<file path="config.mk">
export PLATFORM = sky130hd
export DESIGN_NAME = division_booth_inversa_flat
export DESIGN_NICKNAME = d
export VERILOG_FILES = /design/src/rtl/division_booth_inversa_if.sv /design/src/rtl/division_booth_inversa.sv /design/src/flat_wrapper.sv
export SDC_FILE = /design/constraint.sdc
export NUM_CORES = 1
export LEC_CHECK = 0
export BUFFER_PORTS_ARGS = -buffer_cell sky130_fd_sc_hd__buf_2
export CORE_ASPECT_RATIO = 0.6
export CORE_MARGIN = 2
export CORE_UTILIZATION = 35
export CTS_BUF_LIST = sky130_fd_sc_hd__clkbuf_8
export DETAILED_ROUTE_END_ITERATION = 6
export REMOVE_ABC_BUFFERS = 1
export SYNTH_ARGS = -nofsm -noshare
export SYNTH_HDL_FRONTEND = slang
export SYNTH_SLANG_ARGS = --single-unit
</file>
<file path="constraint.sdc">
create_clock -name clk -period 4.95 [get_ports clk]
set_clock_uncertainty 0.2 [all_clocks]
set_input_delay 0.99 -clock clk [delete_from_list [all_inputs] [get_ports clk]]
set_output_delay 0.99 -clock clk [all_outputs]
set_load 0.1 [all_outputs]
</file>
<file path="src/rtl/division_booth_inversa_if.sv">
// Start/result bundle for division_booth_inversa.
// The master drives operands; the slave returns the result.
interface division_booth_inversa_if #(
   parameter int N = 8
);
   logic           valid;
   logic [2*N-1:0] Dvd;
   logic [N-1:0]   Dvs;
   logic [N-1:0]   Quot;
   logic [N-1:0]   Rem;
   logic           ovf;
   logic           dz;
   logic           busy;
   logic           done;

   modport master (
      output valid, Dvd, Dvs,
      input  Quot, Rem, ovf, dz, busy, done
   );

   modport slave (
      input  valid, Dvd, Dvs,
      output Quot, Rem, ovf, dz, busy, done
   );
endinterface

</file>
<file path="src/rtl/division_booth_inversa.sv">
// Sequential signed restoring divider: 2N/N -> N quotient and remainder.
// Define DIV_REM_EN to compute the signed remainder; otherwise Rem is 0.
module division_booth_inversa #(
   parameter int N = 8
) (
   input  logic                    clk,
   input  logic                    rst,
   division_booth_inversa_if.slave bus
);
   localparam int CW = $clog2(2*N+1);
   localparam logic [2*N-1:0] MAXP = (2*N)'((2**(N-1))-1);
   localparam logic [2*N-1:0] MAXN = (2*N)'(2**(N-1));
   localparam logic [N-1:0]   QMAX = {1'b0, {(N-1){1'b1}}};
   localparam logic [N-1:0]   QMIN = {1'b1, {(N-1){1'b0}}};

   typedef enum logic [2:0] {
      IDLE,
      LOAD,
      DIVIDE,
      FIX,
      DONE
   } state_t;

   state_t         state_q;
   logic [2*N-1:0] dvd_q;
   logic [N-1:0]   dvs_q;
   logic [2*N-1:0] dq_q;
   logic [N:0]     pr_q;
   logic [N:0]     mdvs_q;
   logic [CW-1:0]  cnt_q;
   logic           sq_q;
   logic [N-1:0]   quot_q;
   logic           ovf_q;
   logic           dz_q;
   logic           busy_q;
   logic           done_q;

   logic [2*N-1:0] abs_dvd;
   logic [N:0]     abs_dvs;
   logic [N+1:0]   sh_pr;
   logic           ge;
   logic [N:0]     pr_d;
   logic           ovf_hit;
   logic [N-1:0]   quot_d;

   always_comb begin
      abs_dvd = dvd_q[2*N-1] ? (~dvd_q + 1'b1) : dvd_q;
      abs_dvs = dvs_q[N-1] ? (~{1'b1, dvs_q} + 1'b1)
                           : {1'b0, dvs_q};
      // PR never exceeds |Dvs|-1, so the shifted value fits N+1 bits
      sh_pr   = {pr_q, dq_q[2*N-1]};
      ge      = (sh_pr >= {1'b0, mdvs_q});
      pr_d    = ge ? (N+1)'(sh_pr - {1'b0, mdvs_q})
                   : (N+1)'(sh_pr);
      ovf_hit = sq_q ? (dq_q > MAXN) : (dq_q > MAXP);
      quot_d  = sq_q ? (~dq_q[N-1:0] + 1'b1) : dq_q[N-1:0];
   end

`ifdef DIV_REM_EN
   logic         sr_q;
   logic [N-1:0] rem_q;
   logic [N-1:0] rem_d;

   always_comb begin
      rem_d = sr_q ? (~pr_q[N-1:0] + 1'b1) : pr_q[N-1:0];
   end

   always_ff @(posedge clk) begin
      if (rst) begin
         sr_q  <= 1'b0;
         rem_q <= '0;
      end else begin
         unique case (state_q)
            LOAD: begin
               sr_q <= dvd_q[2*N-1];
               if (dvs_q == '0) rem_q <= '0;
            end
            FIX: rem_q <= ovf_hit ? '0 : rem_d;
            default: ;
         endcase
      end
   end

   assign bus.Rem = rem_q;
`else
   assign bus.Rem = '0;
`endif

   always_ff @(posedge clk) begin
      if (rst) begin
         state_q <= IDLE;
         dvd_q   <= '0;
         dvs_q   <= '0;
         dq_q    <= '0;
         pr_q    <= '0;
         mdvs_q  <= '0;
         cnt_q   <= '0;
         sq_q    <= 1'b0;
         quot_q  <= '0;
         ovf_q   <= 1'b0;
         dz_q    <= 1'b0;
         busy_q  <= 1'b0;
         done_q  <= 1'b0;
      end else begin
         done_q <= 1'b0;
         unique case (state_q)
            IDLE: begin
               if (bus.valid) begin
                  dvd_q   <= bus.Dvd;
                  dvs_q   <= bus.Dvs;
                  ovf_q   <= 1'b0;
                  dz_q    <= 1'b0;
                  busy_q  <= 1'b1;
                  state_q <= LOAD;
               end
            end
            LOAD: begin
               sq_q   <= dvd_q[2*N-1] ^ dvs_q[N-1];
               dq_q   <= abs_dvd;
               mdvs_q <= abs_dvs;
               pr_q   <= '0;
               cnt_q  <= CW'(2*N);
               if (dvs_q == '0) begin
                  quot_q  <= dvd_q[2*N-1] ? QMIN : QMAX;
                  ovf_q   <= 1'b0;
                  dz_q    <= 1'b1;
                  done_q  <= 1'b1;
                  state_q <= DONE;
               end else begin
                  state_q <= DIVIDE;
               end
            end
            DIVIDE: begin
               pr_q  <= pr_d;
               dq_q  <= {dq_q[2*N-2:0], ge};
               cnt_q <= cnt_q - 1'b1;
               if (cnt_q == CW'(1)) state_q <= FIX;
            end
            FIX: begin
               if (ovf_hit) begin
                  quot_q <= sq_q ? QMIN : QMAX;
                  ovf_q  <= 1'b1;
               end else begin
                  quot_q <= quot_d;
                  ovf_q  <= 1'b0;
               end
               done_q  <= 1'b1;
               state_q <= DONE;
            end
            DONE: begin
               busy_q  <= 1'b0;
               state_q <= IDLE;
            end
            default: state_q <= IDLE;
         endcase
      end
   end

   assign bus.Quot = quot_q;
   assign bus.ovf  = ovf_q;
   assign bus.dz   = dz_q;
   assign bus.busy = busy_q;
   assign bus.done = done_q;
endmodule
</file>
<file path="src/flat_wrapper.sv">
// flat-port wrapper written by rule: the top's interface ports become plain ports
module division_booth_inversa_flat 
#(
   parameter int N = 8
)
  (clk, rst, bus_valid, bus_Dvd, bus_Dvs, bus_Quot, bus_Rem, bus_ovf, bus_dz, bus_busy, bus_done);
  division_booth_inversa_if #(.N(N)) bus_i ();
  input  logic clk;
  input  logic rst;
  input wire logic [$bits(bus_i.valid)-1:0] bus_valid;
  input wire logic [$bits(bus_i.Dvd)-1:0] bus_Dvd;
  input wire logic [$bits(bus_i.Dvs)-1:0] bus_Dvs;
  output wire logic [$bits(bus_i.Quot)-1:0] bus_Quot;
  output wire logic [$bits(bus_i.Rem)-1:0] bus_Rem;
  output wire logic [$bits(bus_i.ovf)-1:0] bus_ovf;
  output wire logic [$bits(bus_i.dz)-1:0] bus_dz;
  output wire logic [$bits(bus_i.busy)-1:0] bus_busy;
  output wire logic [$bits(bus_i.done)-1:0] bus_done;
  assign bus_i.valid = bus_valid;
  assign bus_i.Dvd = bus_Dvd;
  assign bus_i.Dvs = bus_Dvs;
  assign bus_Quot = bus_i.Quot;
  assign bus_Rem = bus_i.Rem;
  assign bus_ovf = bus_i.ovf;
  assign bus_dz = bus_i.dz;
  assign bus_busy = bus_i.busy;
  assign bus_done = bus_i.done;
  division_booth_inversa #(.N(N)) u_core (.clk(clk), .rst(rst), .bus(bus_i));
endmodule
</file>
==> results.sh, run 1 <==
export IMPL_vias=4026
export IMPL_diodes=0
export IMPL_ios=47
export IMPL_drtIter0Drc=369
export IMPL_gr_max_usage_layer="met1"
export IMPL_postCtsHoldBufs=0
export IMPL_grt_pass1_vias=3736
export IMPL_grt_max_degree=52
export IMPL_arrival_ns=2.91
export IMPL_r2r_start="u_core.state_q[2]$_SDFFE_PP0P_"
export IMPL_fin_tns_setup_ns=0
export IMPL_dp_cells=718
export IMPL_yosysUniqueCellTypes=67
export IMPL_synth_top_cell_by_area="dfxtp_1"
export IMPL_placed_area_mm2=0.00467
export IMPL_antenna_found_initial=0
export IMPL_cts_sinks=79
export IMPL_synth_area_leaders="dfxtp_1 36%, nand2_1 6.5%, a21oi_1 5.7%"
export IMPL_use_met3_pct=6.33
export IMPL_postRouteAntennaNets=0
export IMPL_netlist_area_mm2=0.00442
export IMPL_cp_startpoint="u_core.state_q[2]$_SDFFE_PP0P_"
export IMPL_critPathRequiredTime_ns=5.03
export IMPL_path_class="register to register"
export IMPL_finalHoldViolCount=0
export IMPL_fmax_ghz=0.353
export IMPL_hold_end="u_core.mdvs_q[0]$_SDFFE_PP0P_"
export IMPL_slew_viol_final=0
export IMPL_cts_buffers_inserted=9
export IMPL_postCtsSetupBuffers=0
export IMPL_place_congestion=0.846
export IMPL_area_growth_pct=10.2
export IMPL_dieArea_mm2=0.0136
export IMPL_ys_warn_count=0
export IMPL_layout_drive_gt1_share_pct=14.4
export IMPL_final_fill_count=1273
export IMPL_outcome="completed"
export IMPL_async_flop_share_pct=0
export IMPL_grt_ovfl_total=0
export IMPL_synth_main_ff_cell="dfxtp_1"
export IMPL_portBuffers=38
export IMPL_vias_per_cell=5.49
export IMPL_tightest_slew_ns=1.18
export IMPL_reg2reg_slack_ns=2.11
export IMPL_finalSetupViolCount=0
export IMPL_maxCapViolations=0
export IMPL_power_density_mw_per_mm2=365
export IMPL_final_nets=606
export IMPL_cts_tree="built"
export IMPL_yosysMostFrequentCell="dfxtp_1"
export IMPL_finalWirelength_mm=11.9
export IMPL_finalCriticalPeriod_ns=2.84
export IMPL_rsz0062_at_grt="no"
export IMPL_grtUsageMet1_pct=26.6
export IMPL_firstDrtPassIters=5
export IMPL_cts_htree_levels=3
export IMPL_hold_depth=2
export IMPL_ir_drop_uv=135
export IMPL_hold_class="register to register"
export IMPL_wl_per_cell_um=16.3
export IMPL_start_util_pct=36.3
export IMPL_cts_buffer_depth=2
export IMPL_hp_start="u_core.mdvs_q[0]$_SDFFE_PP0P_"
export IMPL_fp_dieW_um=149
export IMPL_syn_inst=542
export IMPL_finalNonFillerCells=733
export IMPL_core_mm2=0.0122
export IMPL_synth_common_cells="79 x dfxtp_1, 77 x nand2_1, 51 x nor2_1"
export IMPL_clk_latency_ns=0.37
export IMPL_slew_headroom_pct=21.4
export IMPL_endpoint_kind="register"
export IMPL_utilization_pct=40.0
export IMPL_leakage_nw=1.82
export IMPL_timing_rr_end="u_core.dq_q[14]$_SDFFE_PP0P_"
export IMPL_fin_crit_sh_pct=57.3
export IMPL_drc=0
export IMPL_synth_seq_area_share_pct=35.8
export IMPL_fp_row_count=31
export IMPL_hpwlAfterDp_mm=8.49
export IMPL_cp_max_fo=31
export IMPL_clk_pin_slew_ns=0.08
export IMPL_clockRootBuffer="clkbuf_8"
export IMPL_grt_use_total_pct=18.0
export IMPL_avgSynthCellArea_um2=8.15
export IMPL_whs_ns=0.266
export IMPL_synth_edf_count=0
export IMPL_grt_pass1_wl_mm=19.0
export IMPL_die_h_um=91.0
export IMPL_grt_met2_usage_pct=24.8
export IMPL_final_area_mm2=0.00487
export IMPL_rr_worst_depth=6
export IMPL_postCtsResizedCells=0
export IMPL_ys_ff_latch=79
export IMPL_cp_start_kind="register"
export IMPL_synthDominantCellAreaShare_pct=35.8
[cell usage in the layout, fill, tap and decap left out, types with 3 or more instances in the layout]
cell	count
clkbuf_8	11
ha_1	14
nand4_1	6
inv_1	22
nor2b_1	4
mux2i_1	10
o21ai_0	18
nor4_4	3
a32oi_1	4
a21o_1	3
or3_1	5
nor3_1	14
a21oi_1	50
nand2b_1	9
a22oi_1	13
dfxtp_1	79
conb_1	8
xnor2_1	7
nor2_1	49
nand2_1	77
a221oi_1	4
clkinv_2	3
nor4_1	4
nand3b_1	7
o31ai_1	4
mux2_2	4
and3_1	4
or2_2	4
xor2_1	14
buf_2	38
nand3_1	7
nor3b_1	4
a31oi_1	6
a211oi_1	12
o31a_1	3
o221a_2	3
[logic make-up after synthesis]
| kind of cell | Yosys count | synth area share, % |
|---|---|---|
| flops | 79 | 35.8 |
| simple gates | 209 | 24.1 |
| fa+ha+maj | 15 | 4.42 |
| xor+xnor | 21 | 4.16 |
| other cells | 1 | 0.0849 |
| compound gates | 145 | 21.9 |
| mux | 14 | 3.29 |
| buf+inv | 58 | 6.18 |
[metrics by stage]
step           power (mW)  setup WS (ns)
2_1_floorplan        1.14           2.14
4_1_cts              1.78           2.15
3_3_place_gp         1.27           2.01
6_report             1.78           2.11
3_5_place_dp         1.29           1.98
5_1_grt              1.87           1.89
[worst max-delay path, cell delays in order, from the launching register on]
cell and delay [ns]:
dfxtp_1 0.67, nand2b_1 0.25, nor2_2 0.04, buf_4 0.26
nor2_1 0.91, a22oi_1 0.18, o221ai_1 0.23
[worst max path at each step]
stage / endpoint / slack, ns / cells past startpoint
2_1_floorplan: u_core.dq_q[15]$_SDFFE_PP0P_ / 2.14 / 5
3_3_place_gp: u_core.dq_q[12]$_SDFFE_PP0P_ / 2.01 / 6
5_1_grt: u_core.dq_q[14]$_SDFFE_PP0P_ / 1.89 / 6
3_5_place_dp: u_core.dq_q[12]$_SDFFE_PP0P_ / 1.98 / 6
6_report: u_core.dq_q[14]$_SDFFE_PP0P_ / 2.11 / 6
4_1_cts: u_core.dq_q[14]$_SDFFE_PP0P_ / 2.15 / 6
[power breakdown]
part | switching (mW) | internal, mW
registers | 0.0654 | 0.682
logic | 0.354 | 0.181
clock network | 0.239 | 0.255
total | 0.659 | 1.12
[area by class of cell]
cell class,count,area (µm²),area share (%)
clock buffer,11,151,3.11
clock inverter,4,45.0,0.926
inverter,22,82.6,1.70
multi-input combinational,412,2590,53.3
sequential,79,1580,32.5
tap,165,206,4.24
timing repair buffer,40,205,4.22
[flip-flops by register name (all words and copies together), names as in the netlist]
signal	cells
u_core.bus.dz	1
u_core.mdvs_q	9
u_core.dq_q	16
u_core.pr_q	9
u_core.cnt_q	5
u_core.sq_q	1
u_core.dvs_q	8
u_core.state_q	3
u_core.bus.Quot	8
u_core.dvd_q	16
u_core.bus.ovf	1
u_core.bus.busy	1
u_core.bus.done	1
[metal layers]
metal	up-vias	routed length, µm
li1	1965	-
met1	1918	6290
met2	129	4740
met3	14	800
met4	0	113
met5	-	0
(Power assumes the default switching activity.)
==> run 2: changes to the inputs <==
- ABC_AREA: not set -> 1
- clock period: 4.95 -> 2.91 ns (I/O delays scaled with it)
==> results.sh, run 2 <==
export IMPL_path_class="register to register"
export IMPL_grt_max_degree=38
export IMPL_cp_start_kind="register"
export IMPL_finalWirelength_mm=10.7
export IMPL_cp_slowest_stage_delay_ns=0.47
export IMPL_syn_inst=625
export IMPL_rsz0062_at_grt="no"
export IMPL_synth_main_ff_cell="dfxtp_1"
export IMPL_ys_warn_count=0
export IMPL_postRouteAntennaNets=0
export IMPL_hold_class="register to register"
export IMPL_postCtsResizedCells=0
export IMPL_ir_drop_uv=526
export IMPL_endpoint_kind="register"
export IMPL_area_growth_pct=11.8
export IMPL_avgSynthCellArea_um2=7.02
export IMPL_synth_common_cells="130 x nand2_1, 79 x dfxtp_1, 64 x inv_1"
export IMPL_layout_common_cells="130 x nand2_1, 79 x dfxtp_1, 65 x inv_1"
export IMPL_ff_latch_area_mm2=0.00158
export IMPL_tightest_slew_ns=0.553
export IMPL_yosysMostFrequentCell="nand2_1"
export IMPL_multi_input_area_mm2=0.00239
export IMPL_cts_sinks=79
export IMPL_synth_area_leaders="dfxtp_1 36%, nand2_1 11%, a21oi_1 6.7%"
export IMPL_async_flop_share_pct=0
export IMPL_slew_viol_final=0
export IMPL_clk_pin_slew_ns=0.09
export IMPL_fp_dieW_um=149
export IMPL_placed_area_mm2=0.00471
export IMPL_cts_htree_levels=3
export IMPL_power_density_mw_per_mm2=1300
export IMPL_grt_pass1_vias=3633
export IMPL_core_mm2=0.0121
export IMPL_postCtsHoldBufs=0
export IMPL_finalHoldViolCount=0
export IMPL_vias_per_cell=4.87
export IMPL_die_h_um=90.7
export IMPL_cts_tree="built"
export IMPL_place_congestion=0.860
export IMPL_fin_crit_sh_pct=81.3
export IMPL_cts_buffer_depth=2
export IMPL_postCtsSetupBuffers=0
export IMPL_drtIter0Drc=332
export IMPL_pwr_share_comb_pct=61.1
export IMPL_seq_power_share_pct=25.6
export IMPL_clk_latency_ns=0.38
export IMPL_internal_power_mw=3.03
export IMPL_leakage_nw=2.12
export IMPL_crit_buf_inv=1
export IMPL_finalCriticalPeriod_ns=2.36
export IMPL_maxCapViolations=0
export IMPL_power_mw=6.39
export IMPL_firstDrtPassIters=4
export IMPL_portBuffers=38
export IMPL_final_nets=700
export IMPL_utilization_pct=40.4
export IMPL_synth_edf_count=0
export IMPL_cp_max_fo=10
export IMPL_fp_row_count=31
export IMPL_grt_ovfl_total=0
export IMPL_final_fill_count=1289
export IMPL_clockRootBuffer="clkbuf_8"
export IMPL_netlist_area_mm2=0.00439
export IMPL_critPathTopFamily="simple AND/OR/NAND/NOR gates"
export IMPL_p_sw_share_pct=52.6
export IMPL_whs_ns=0.267
export IMPL_outcome="completed"
export IMPL_ios=47
export IMPL_synth_seq_area_share_pct=36.0
export IMPL_final_area_mm2=0.00491
export IMPL_ys_ff_latch=79
export IMPL_hpwlAfterDp_mm=7.95
export IMPL_grt_use_total_pct=16.9
export IMPL_finalSetupViolCount=0
export IMPL_fmax_ghz=0.423
export IMPL_arrival_ns=2.42
export IMPL_start_util_pct=36.2
export IMPL_layout_drive_gt1_share_pct=14.2
export IMPL_grt_pass1_wl_mm=18.2
export IMPL_antenna_found_initial=0
export IMPL_slew_headroom_pct=63.1
export IMPL_fin_tns_setup_ns=0
export IMPL_critPathRequiredTime_ns=2.97
export IMPL_layout_commonest_cell="nand2_1"
export IMPL_wl_per_cell_um=13.0
export IMPL_vias=4024
export IMPL_crit_path_top_delay_cell="fa_1"
export IMPL_reg_top3="u_core.dq_q (16), u_core.dvd_q (16)"
export IMPL_drc=0
export IMPL_yosysUniqueCellTypes=45
export IMPL_p_switching_mw=3.36
export IMPL_synth_top_cell_by_area="dfxtp_1"
export IMPL_cts_buffers_inserted=9
export IMPL_p_clk_share_pct=13.3
export IMPL_path_cells="inv_1 -> ha_1 -> fa_1 -> nor2_1 -> nor2_2 -> o21ai_2 -> nand2_2 -> nand2_4 -> nand2_1 -> nand3_1 -> a21oi_1"
export IMPL_synthDominantCellAreaShare_pct=36.0
export IMPL_diodes=0
export IMPL_dieArea_mm2=0.0135
==> run 2: cell count changes in the layout (fill, tap and decap cells not counted), sizes merged, moves of 10 or more <==
cell | previous run | this run
inv | 22 | 74
nand3 | 7 | 48
a211oi | 13 | 2
a21oi | 50 | 61
nand2 | 77 | 137
mux2i | 10 | 0
a22oi | 13 | 0
o21ai | 20 | 56
==> run 2: final timing paths <==
check                                                   start                       endpoint  slack (ns)  cells past startpoint
worst min register to register  u_core.mdvs_q[8]$_SDFFE_PP0P_  u_core.mdvs_q[8]$_SDFFE_PP0P_        0.27                      2
worst min-delay path            u_core.mdvs_q[8]$_SDFFE_PP0P_  u_core.mdvs_q[8]$_SDFFE_PP0P_        0.27                      2
worst max register to register   u_core.dq_q[15]$_SDFFE_PP0P_    u_core.pr_q[1]$_SDFFE_PP0P_        0.55                     11
worst max-delay path             u_core.dq_q[15]$_SDFFE_PP0P_    u_core.pr_q[1]$_SDFFE_PP0P_        0.55                     11
==> run 2: stage by stage <==
stage | setup slack (ns) | instances
2_1_floorplan | 0.840 | 603
3_3_place_gp | 0.660 | 812
3_5_place_dp | 0.569 | 812
4_1_cts | 0.558 | 827
5_1_grt | 0.340 | 827
6_report | 0.545 | 827
==> run 2: cells by family (layout without fill, tap and decap cells) <==
kind of cell	Yosys count	after routing	synth area share, %
adder cells (fa/ha/maj)	15	15	4.45
flip-flops	79	79	36.0
AND/OR/NAND/NOR	267	267	28.1
other	1	8	0.0854
buffers and inverters	104	134	10.1
XOR/XNOR	15	15	2.99
AO/OA/AOI/OAI	144	144	18.2
==> run 2: worst reg2reg max path, cell delays in order (launching register included) <==
cell     delay, ns
dfxtp_1       0.34
inv_1         0.08
ha_1          0.22
fa_1          0.47
nor2_1        0.15
nor2_2        0.07
o21ai_2       0.14
nand2_2       0.19
nand2_4       0.17
nand2_1       0.07
nand3_1       0.08
a21oi_1       0.07
==> run 2: routing by layer <==
metal	track usage [%]	up-vias	share of wire [%]
li1	-	2111	-
met1	26.2	1832	56
met2	22.6	74	38
met3	4.75	7	4.9
met4	3.57	0	0.80
met5	0	-	0
==> run 2: final cells by class <==
cell class / instances / share of cell area (%)
clock buffer: 11 / 3.08
multi-input combinational: 449 / 48.7
tap: 165 / 4.21
inverter: 75 / 5.84
timing repair buffer: 44 / 5.05
clock inverter: 4 / 0.943
sequential: 79 / 32.2
==> run 2: power by group through the flow <==
stage                     Combinational (mW)  Clock (mW)  Sequential (mW)
after global placement                  3.79           0             1.66
after global routing                    4.41       0.919             1.69
after CTS                               3.89       0.871             1.64
final                                   3.91       0.850             1.64
after floorplan                         2.71           0             1.97
after detailed placement                3.87           0             1.66
